$ cat src/rtl/md_hilo_ctrl.sv
// md_hilo_ctrl
//   Sequencer between the control unit and the sequential multiply/divide
//   units. Latches operands on op_start, launches the selected unit with a
//   one-cycle start pulse, waits for its done (with a timeout), stages the
//   result and commits it to the architectural HI/LO registers. Division by
//   zero is trapped before launch. Also services direct HI/LO writes.
//
// Ports
//   clk, reset          clock (rising edge), asynchronous active-low reset
//   op_start/op_sel     request from control unit (op_sel 0 = div, 1 = mult)
//   rs_val/rt_val       operands (dividend/multiplicand, divisor/multiplier)
//   mt_we/mt_sel/mt_data  direct HI (mt_sel=1) / LO (mt_sel=0) write
//   MDControl, dividendo, divisor    divider launch interface
//   div_done, div_quo, div_rem       divider result interface
//   mult_start, mult_a, mult_b       multiplier launch interface
//   mult_done, mult_hi, mult_lo      multiplier result interface
//   hi, lo              architectural HI/LO
//   busy                stall request (high whenever not IDLE)
//   div_zero, md_err    one-cycle divide-by-zero / timeout pulses
module md_hilo_ctrl #(
   parameter int TIMEOUT = 40,  // must exceed divider worst-case latency
   parameter int CNT_W   = 6    // 2**CNT_W must exceed TIMEOUT
) (
   input  logic        clk,
   input  logic        reset,
   input  logic        op_start,
   input  logic        op_sel,
   input  logic [31:0] rs_val,
   input  logic [31:0] rt_val,
   input  logic        mt_we,
   input  logic        mt_sel,
   input  logic [31:0] mt_data,
   output logic        MDControl,
   output logic [31:0] dividendo,
   output logic [31:0] divisor,
   input  logic        div_done,
   input  logic [31:0] div_quo,
   input  logic [31:0] div_rem,
   output logic        mult_start,
   output logic [31:0] mult_a,
   output logic [31:0] mult_b,
   input  logic        mult_done,
   input  logic [31:0] mult_hi,
   input  logic [31:0] mult_lo,
   output logic [31:0] hi,
   output logic [31:0] lo,
   output logic        busy,
   output logic        div_zero,
   output logic        md_err
);

   typedef enum logic [1:0] {S_IDLE, S_LAUNCH, S_WAIT, S_COMMIT} state_t;

   localparam logic [CNT_W-1:0] CNT_LAST = CNT_W'(TIMEOUT - 1);

   state_t           state_q, state_d;
   logic [31:0]      rs_q, rs_d, rt_q, rt_d;
   logic             sel_q, sel_d;
   logic [CNT_W-1:0] cnt_q, cnt_d;
   logic [31:0]      hi_q, hi_d, lo_q, lo_d;
   logic [31:0]      stg_hi_q, stg_hi_d, stg_lo_q, stg_lo_d;
   logic             div_zero_q, div_zero_d, md_err_q, md_err_d;
   logic             unit_done;

   // Only the launched unit's done is honoured; the other one is ignored.
   assign unit_done = sel_q ? mult_done : div_done;

   always_comb begin
      state_d    = state_q;
      rs_d       = rs_q;
      rt_d       = rt_q;
      sel_d      = sel_q;
      cnt_d      = cnt_q;
      hi_d       = hi_q;
      lo_d       = lo_q;
      stg_hi_d   = stg_hi_q;
      stg_lo_d   = stg_lo_q;
      div_zero_d = 1'b0;
      md_err_d   = 1'b0;
      case (state_q)
         S_IDLE: begin
            if (op_start) begin
               // op_start has priority; a simultaneous mt write is dropped.
               rs_d  = rs_val;
               rt_d  = rt_val;
               sel_d = op_sel;
               if (!op_sel && (rt_val == 32'd0)) div_zero_d = 1'b1;
               else                              state_d    = S_LAUNCH;
            end else if (mt_we) begin
               if (mt_sel) hi_d = mt_data;
               else        lo_d = mt_data;
            end
         end
         S_LAUNCH: begin
            cnt_d   = '0;
            state_d = S_WAIT;
         end
         S_WAIT: begin
            cnt_d = cnt_q + 1'b1;
            // A done arriving on the last allowed cycle still wins over timeout.
            if (unit_done) begin
               stg_hi_d = sel_q ? mult_hi : div_rem;
               stg_lo_d = sel_q ? mult_lo : div_quo;
               state_d  = S_COMMIT;
            end else if (cnt_q == CNT_LAST) begin
               md_err_d = 1'b1;
               state_d  = S_IDLE;
            end
         end
         S_COMMIT: begin
            hi_d    = stg_hi_q;
            lo_d    = stg_lo_q;
            state_d = S_IDLE;
         end
         default: state_d = S_IDLE;
      endcase
   end

   always_ff @(posedge clk or negedge reset) begin
      if (!reset) begin
         state_q    <= S_IDLE;
         rs_q       <= '0;
         rt_q       <= '0;
         sel_q      <= 1'b0;
         cnt_q      <= '0;
         hi_q       <= '0;
         lo_q       <= '0;
         stg_hi_q   <= '0;
         stg_lo_q   <= '0;
         div_zero_q <= 1'b0;
         md_err_q   <= 1'b0;
      end else begin
         state_q    <= state_d;
         rs_q       <= rs_d;
         rt_q       <= rt_d;
         sel_q      <= sel_d;
         cnt_q      <= cnt_d;
         hi_q       <= hi_d;
         lo_q       <= lo_d;
         stg_hi_q   <= stg_hi_d;
         stg_lo_q   <= stg_lo_d;
         div_zero_q <= div_zero_d;
         md_err_q   <= md_err_d;
      end
   end

   // Start pulses decode straight from state: LAUNCH lasts exactly one cycle.
   assign MDControl  = (state_q == S_LAUNCH) && !sel_q;
   assign mult_start = (state_q == S_LAUNCH) &&  sel_q;
   assign busy       = (state_q != S_IDLE);
   assign dividendo  = rs_q;
   assign divisor    = rt_q;
   assign mult_a     = rs_q;
   assign mult_b     = rt_q;
   assign hi         = hi_q;
   assign lo         = lo_q;
   assign div_zero   = div_zero_q;
   assign md_err     = md_err_q;

endmodule

$ cat config.mk
export PLATFORM = sky130hd
export DESIGN_NAME = md_hilo_ctrl
export DESIGN_NICKNAME = d
export VERILOG_FILES = /design/src/rtl/md_hilo_ctrl.sv
export SDC_FILE = /design/constraint.sdc
export NUM_CORES = 1
export LEC_CHECK = 0
export ABC_AREA = 0
export CAP_MARGIN = 20
export CORE_AREA = 2 2 166 168
export DETAILED_ROUTE_END_ITERATION = 8
export DIE_AREA = 0 0 168 170
export MAX_ROUTING_LAYER = met4
export PLACE_DENSITY_LB_ADDON = 0.15
export SYNTH_ARGS = -nofsm -noshare
export SYNTH_HDL_FRONTEND = slang
export SYNTH_SLANG_ARGS = --single-unit
$ cat constraint.sdc
create_clock -name clk -period 1.95 [get_ports clk]
set_input_delay 0.195 -clock clk [delete_from_list [all_inputs] [get_ports clk]]
set_output_delay 0.195 -clock clk [all_outputs]
set_load 0.02 [all_outputs]
==> impl_metrics.ini, run 1 <==
[min_path]
holdCritPathClass = in -> async

[final_layout]
final_area_um2 = 14400
fin_cells = 1587
syn_to_final_growth_pct = 54.7
final_core_util_pct = 54.0
fin_nets = 1469
fill_cells = 2441
drive_gt1_share_pct = 10.8

[floorplanning]
io_pins = 429
coreArea_um2 = 26700
die-height_um = 170
start_util_pct = 34.9
die_x_um = 168
rows = 60
dieArea_um2 = 28600

[route]
wl_per_cell_um = 18.3
num_vias = 7482
drcViolationCount = 0
vias_per_cell = 4.71
wl_mm = 29.0
ant_nets = 0
drtIter0Drc = 281
dr.pass1.iters = 4

[clock_tree]
clk_path_buf_depth = 3
cts_setup_buffers = 0
cts.sinks = 203
clk_latency_ns = 0.50
htreeDepth = 1
cts-root-buf = clkbuf_16
cts_tree = done
clk_pin_slew_worst_paths_ns = 0.06
numCtsBuffers = 23

[grt]
grt-ovfl-total = 0
antenna_found_initial = 4
grt_pass1_wl_mm = 42.0
grt_usage_pct = 19.7
grt_max_degree = 96
grt_pass1_vias = 7477

[sta]
rsz0062_at_grt = false
final_max_slew_viol_count = 0
hold_viol_final = 0
setup_viol_count_final = 0
worst_pin_slew_ns = 0.509
post-route-period-util_pct = 96.9
period_needed_ns = 1.89
max-slew-margin-rel_pct = 65.8
clock-skew-final_ns = 0.00890
timing.fmax_mhz = 529

[power]
p_leak_nw = 6.13
vdd_drop_max_uv = 617
p_per_area_nw_per_um2 = 1730

[logic_synthesis]
synth_fp_nets = 1109
avgSynthCellArea_um2 = 10.7
ys.warnings.count = 0
synth-edff-count = 0
yosysUniqueCellTypes = 32
synth-seq-area-share_pct = 54.6
synth_area_leaders = dfrtp_1 (55%), mux2_2 (7.9%), mux2i_1 (6.9%)
ys.flop_type = dfrtp_1
synth-seq-cells = 203
synthCells = 872
synthesis.area_um2 = 9300
netlist_top_cells_count = dfrtp_1 (203), nand2_1 (104), a21oi_1 (98)
yosysMostFrequentCell = dfrtp_1
yosysTopAreaCellShare_pct = 54.6
synth.largest_area_cell = dfrtp_1
async_reset_ff_share_pct = 100

[place]
post-place-cells = 1545
dp_hpwl_mm = 21.5
globalplace.congestion = 0.827
placed_cell_area_um2 = 13600
port_buffers = 428

[worst_setup_path]
crit_type = reg -> out
crit_fanout = 2
critPathMaxStageDelay_ns = 0.38
cp_top_family = buffers and inverters
slowest_stage = dfrtp_1
required_ns = 1.75
r2r-start = state_q[0]$_DFFE_PN0P_
cp-startpoint = state_q[0]$_DFFE_PN0P_
worst-path-buf-inv = 2
worst_setup_path_end_kind = primary output
cp_data_arrival_time_ns = 1.70
crit_chain = buf_4, ha_1, nor2b_1, clkdlybuf4s15_1
rrSetupSlack_ns = 0.15
start_kind = flip-flop

[flow_run]
maxCapViolCount = 0

[run_status]
status = completed
-- routing by layer --
metal / up-vias / wire length, um / global-route usage [%] / share of wire, %
met5: - / 0 / - / 0
met4: 0 / 770 / 6.58 / 2.7
met3: 44 / 2360 / 5.70 / 8.1
met2: 296 / 14900 / 34.7 / 51
met1: 3503 / 10900 / 21.3 / 38
li1: 3639 / - / - / -
-- area by class of cell --
type                    count  area [um^2]  area share, %
flip-flops and latches    203         5080           35.3
inverters                   9         33.8          0.235
repair buffers            453         4650           32.3
diodes                      4         10.0         0.0696
clock buffers              29          618           4.29
well taps                 341          427           2.96
clock inverters             6          116          0.809
multi-input cells         542         3450           24.0
-- report_power, final --
| part | internal [W] | switching (W) |
|---|---|---|
| sequential | 0.00625 | 0.00132 |
| clock | 0.00262 | 0.00169 |
| combinational | 0.00621 | 0.00675 |
| total | 0.0151 | 0.00976 |
-- layout by cell type (no fill, tap or decap), types with 2 or more instances in the layout --
master	n
mux2i_1	64
buf_12	12
nor2_1	36
diode_2	4
inv_1	8
mux2_2	65
bufinv_16	3
ha_1	3
clkbuf_8	3
clkinv_2	2
nor2b_1	35
nand4_1	3
buf_4	10
nand2_1	103
clkdlybuf4s50_1	424
a21oi_1	98
clkbuf_2	2
dfrtp_1	202
o21a_1	2
o21ai_0	90
clkbuf_16	25
nor4_1	8
nand3_1	6
clkbuf_1	4
o21ai_1	14
-- final timing paths --
check | endpoint | cells past startpoint
max | MDControl | 4
min | stg_hi_q[17]$_DFFE_PN0P_ | 2
max reg2reg | hi[8]$_DFFE_PN0P_ | 8
min reg2reg | stg_lo_q[7]$_DFFE_PN0P_ | 2
max in group asynchronous | hi[31]$_DFFE_PN0P_ | 3
min in group clk | dividendo[16]$_DFFE_PN0P_ | 2
-- registers in the layout (all words and copies together) (netlist names) --
register / count
lo: 32
div_zero: 1
sel_q: 1
md_err: 1
state_q: 2
stg_hi_q: 32
divisor: 32
dividendo: 32
hi: 32
stg_lo_q: 32
cnt_q: 6
-- what timing repair did --
item	CTS	global route
setup endpoints to repair	3	4
hold buffers	1	0
resized for setup	5	5
pin swaps	0	1
endpoints found under the hold margin	135	0
gates cloned	0	2
-- per-stage QoR --
stage	total power [W]	setup TNS (ns)	hold WS [ns]	setup slack, ns
after global routing	0.0264	0	0.191	0.00343
after floorplan	0.0152	0	-0.101	0.254
after detailed placement	0.0206	-0.117	0.148	-0.0634
after global placement	0.0204	-0.143	0.147	-0.0734
after CTS	0.0250	0	0.173	0.0169
final	0.0248	0	0.173	0.0598
-- logic make-up after synthesis --
family | Yosys count | synth area share, %
flops | 203 | 54.6
mux | 130 | 14.9
simple gates | 198 | 9.43
compound gates | 208 | 11.6
buf+inv | 127 | 8.70
fa+ha+maj | 5 | 0.673
xor+xnor | 1 | 0.0942
(Power assumes the default switching activity.)
==> run 2: changes to the inputs <==
--- a/config.mk
+++ b/config.mk
@@ -8,10 +8,12 @@
 export ABC_AREA = 0
 export CAP_MARGIN = 20
 export CORE_AREA = 2 2 166 168
+export CTS_CLUSTER_DIAMETER = 100
 export DETAILED_ROUTE_END_ITERATION = 8
 export DIE_AREA = 0 0 168 170
 export MAX_ROUTING_LAYER = met4
 export PLACE_DENSITY_LB_ADDON = 0.15
+export SLEW_MARGIN = 20
 export SYNTH_ARGS = -nofsm -noshare
 export SYNTH_HDL_FRONTEND = slang
 export SYNTH_SLANG_ARGS = --single-unit
==> results of run 2 <==
Final layout, timing and power as in run 1 (identical DEF).
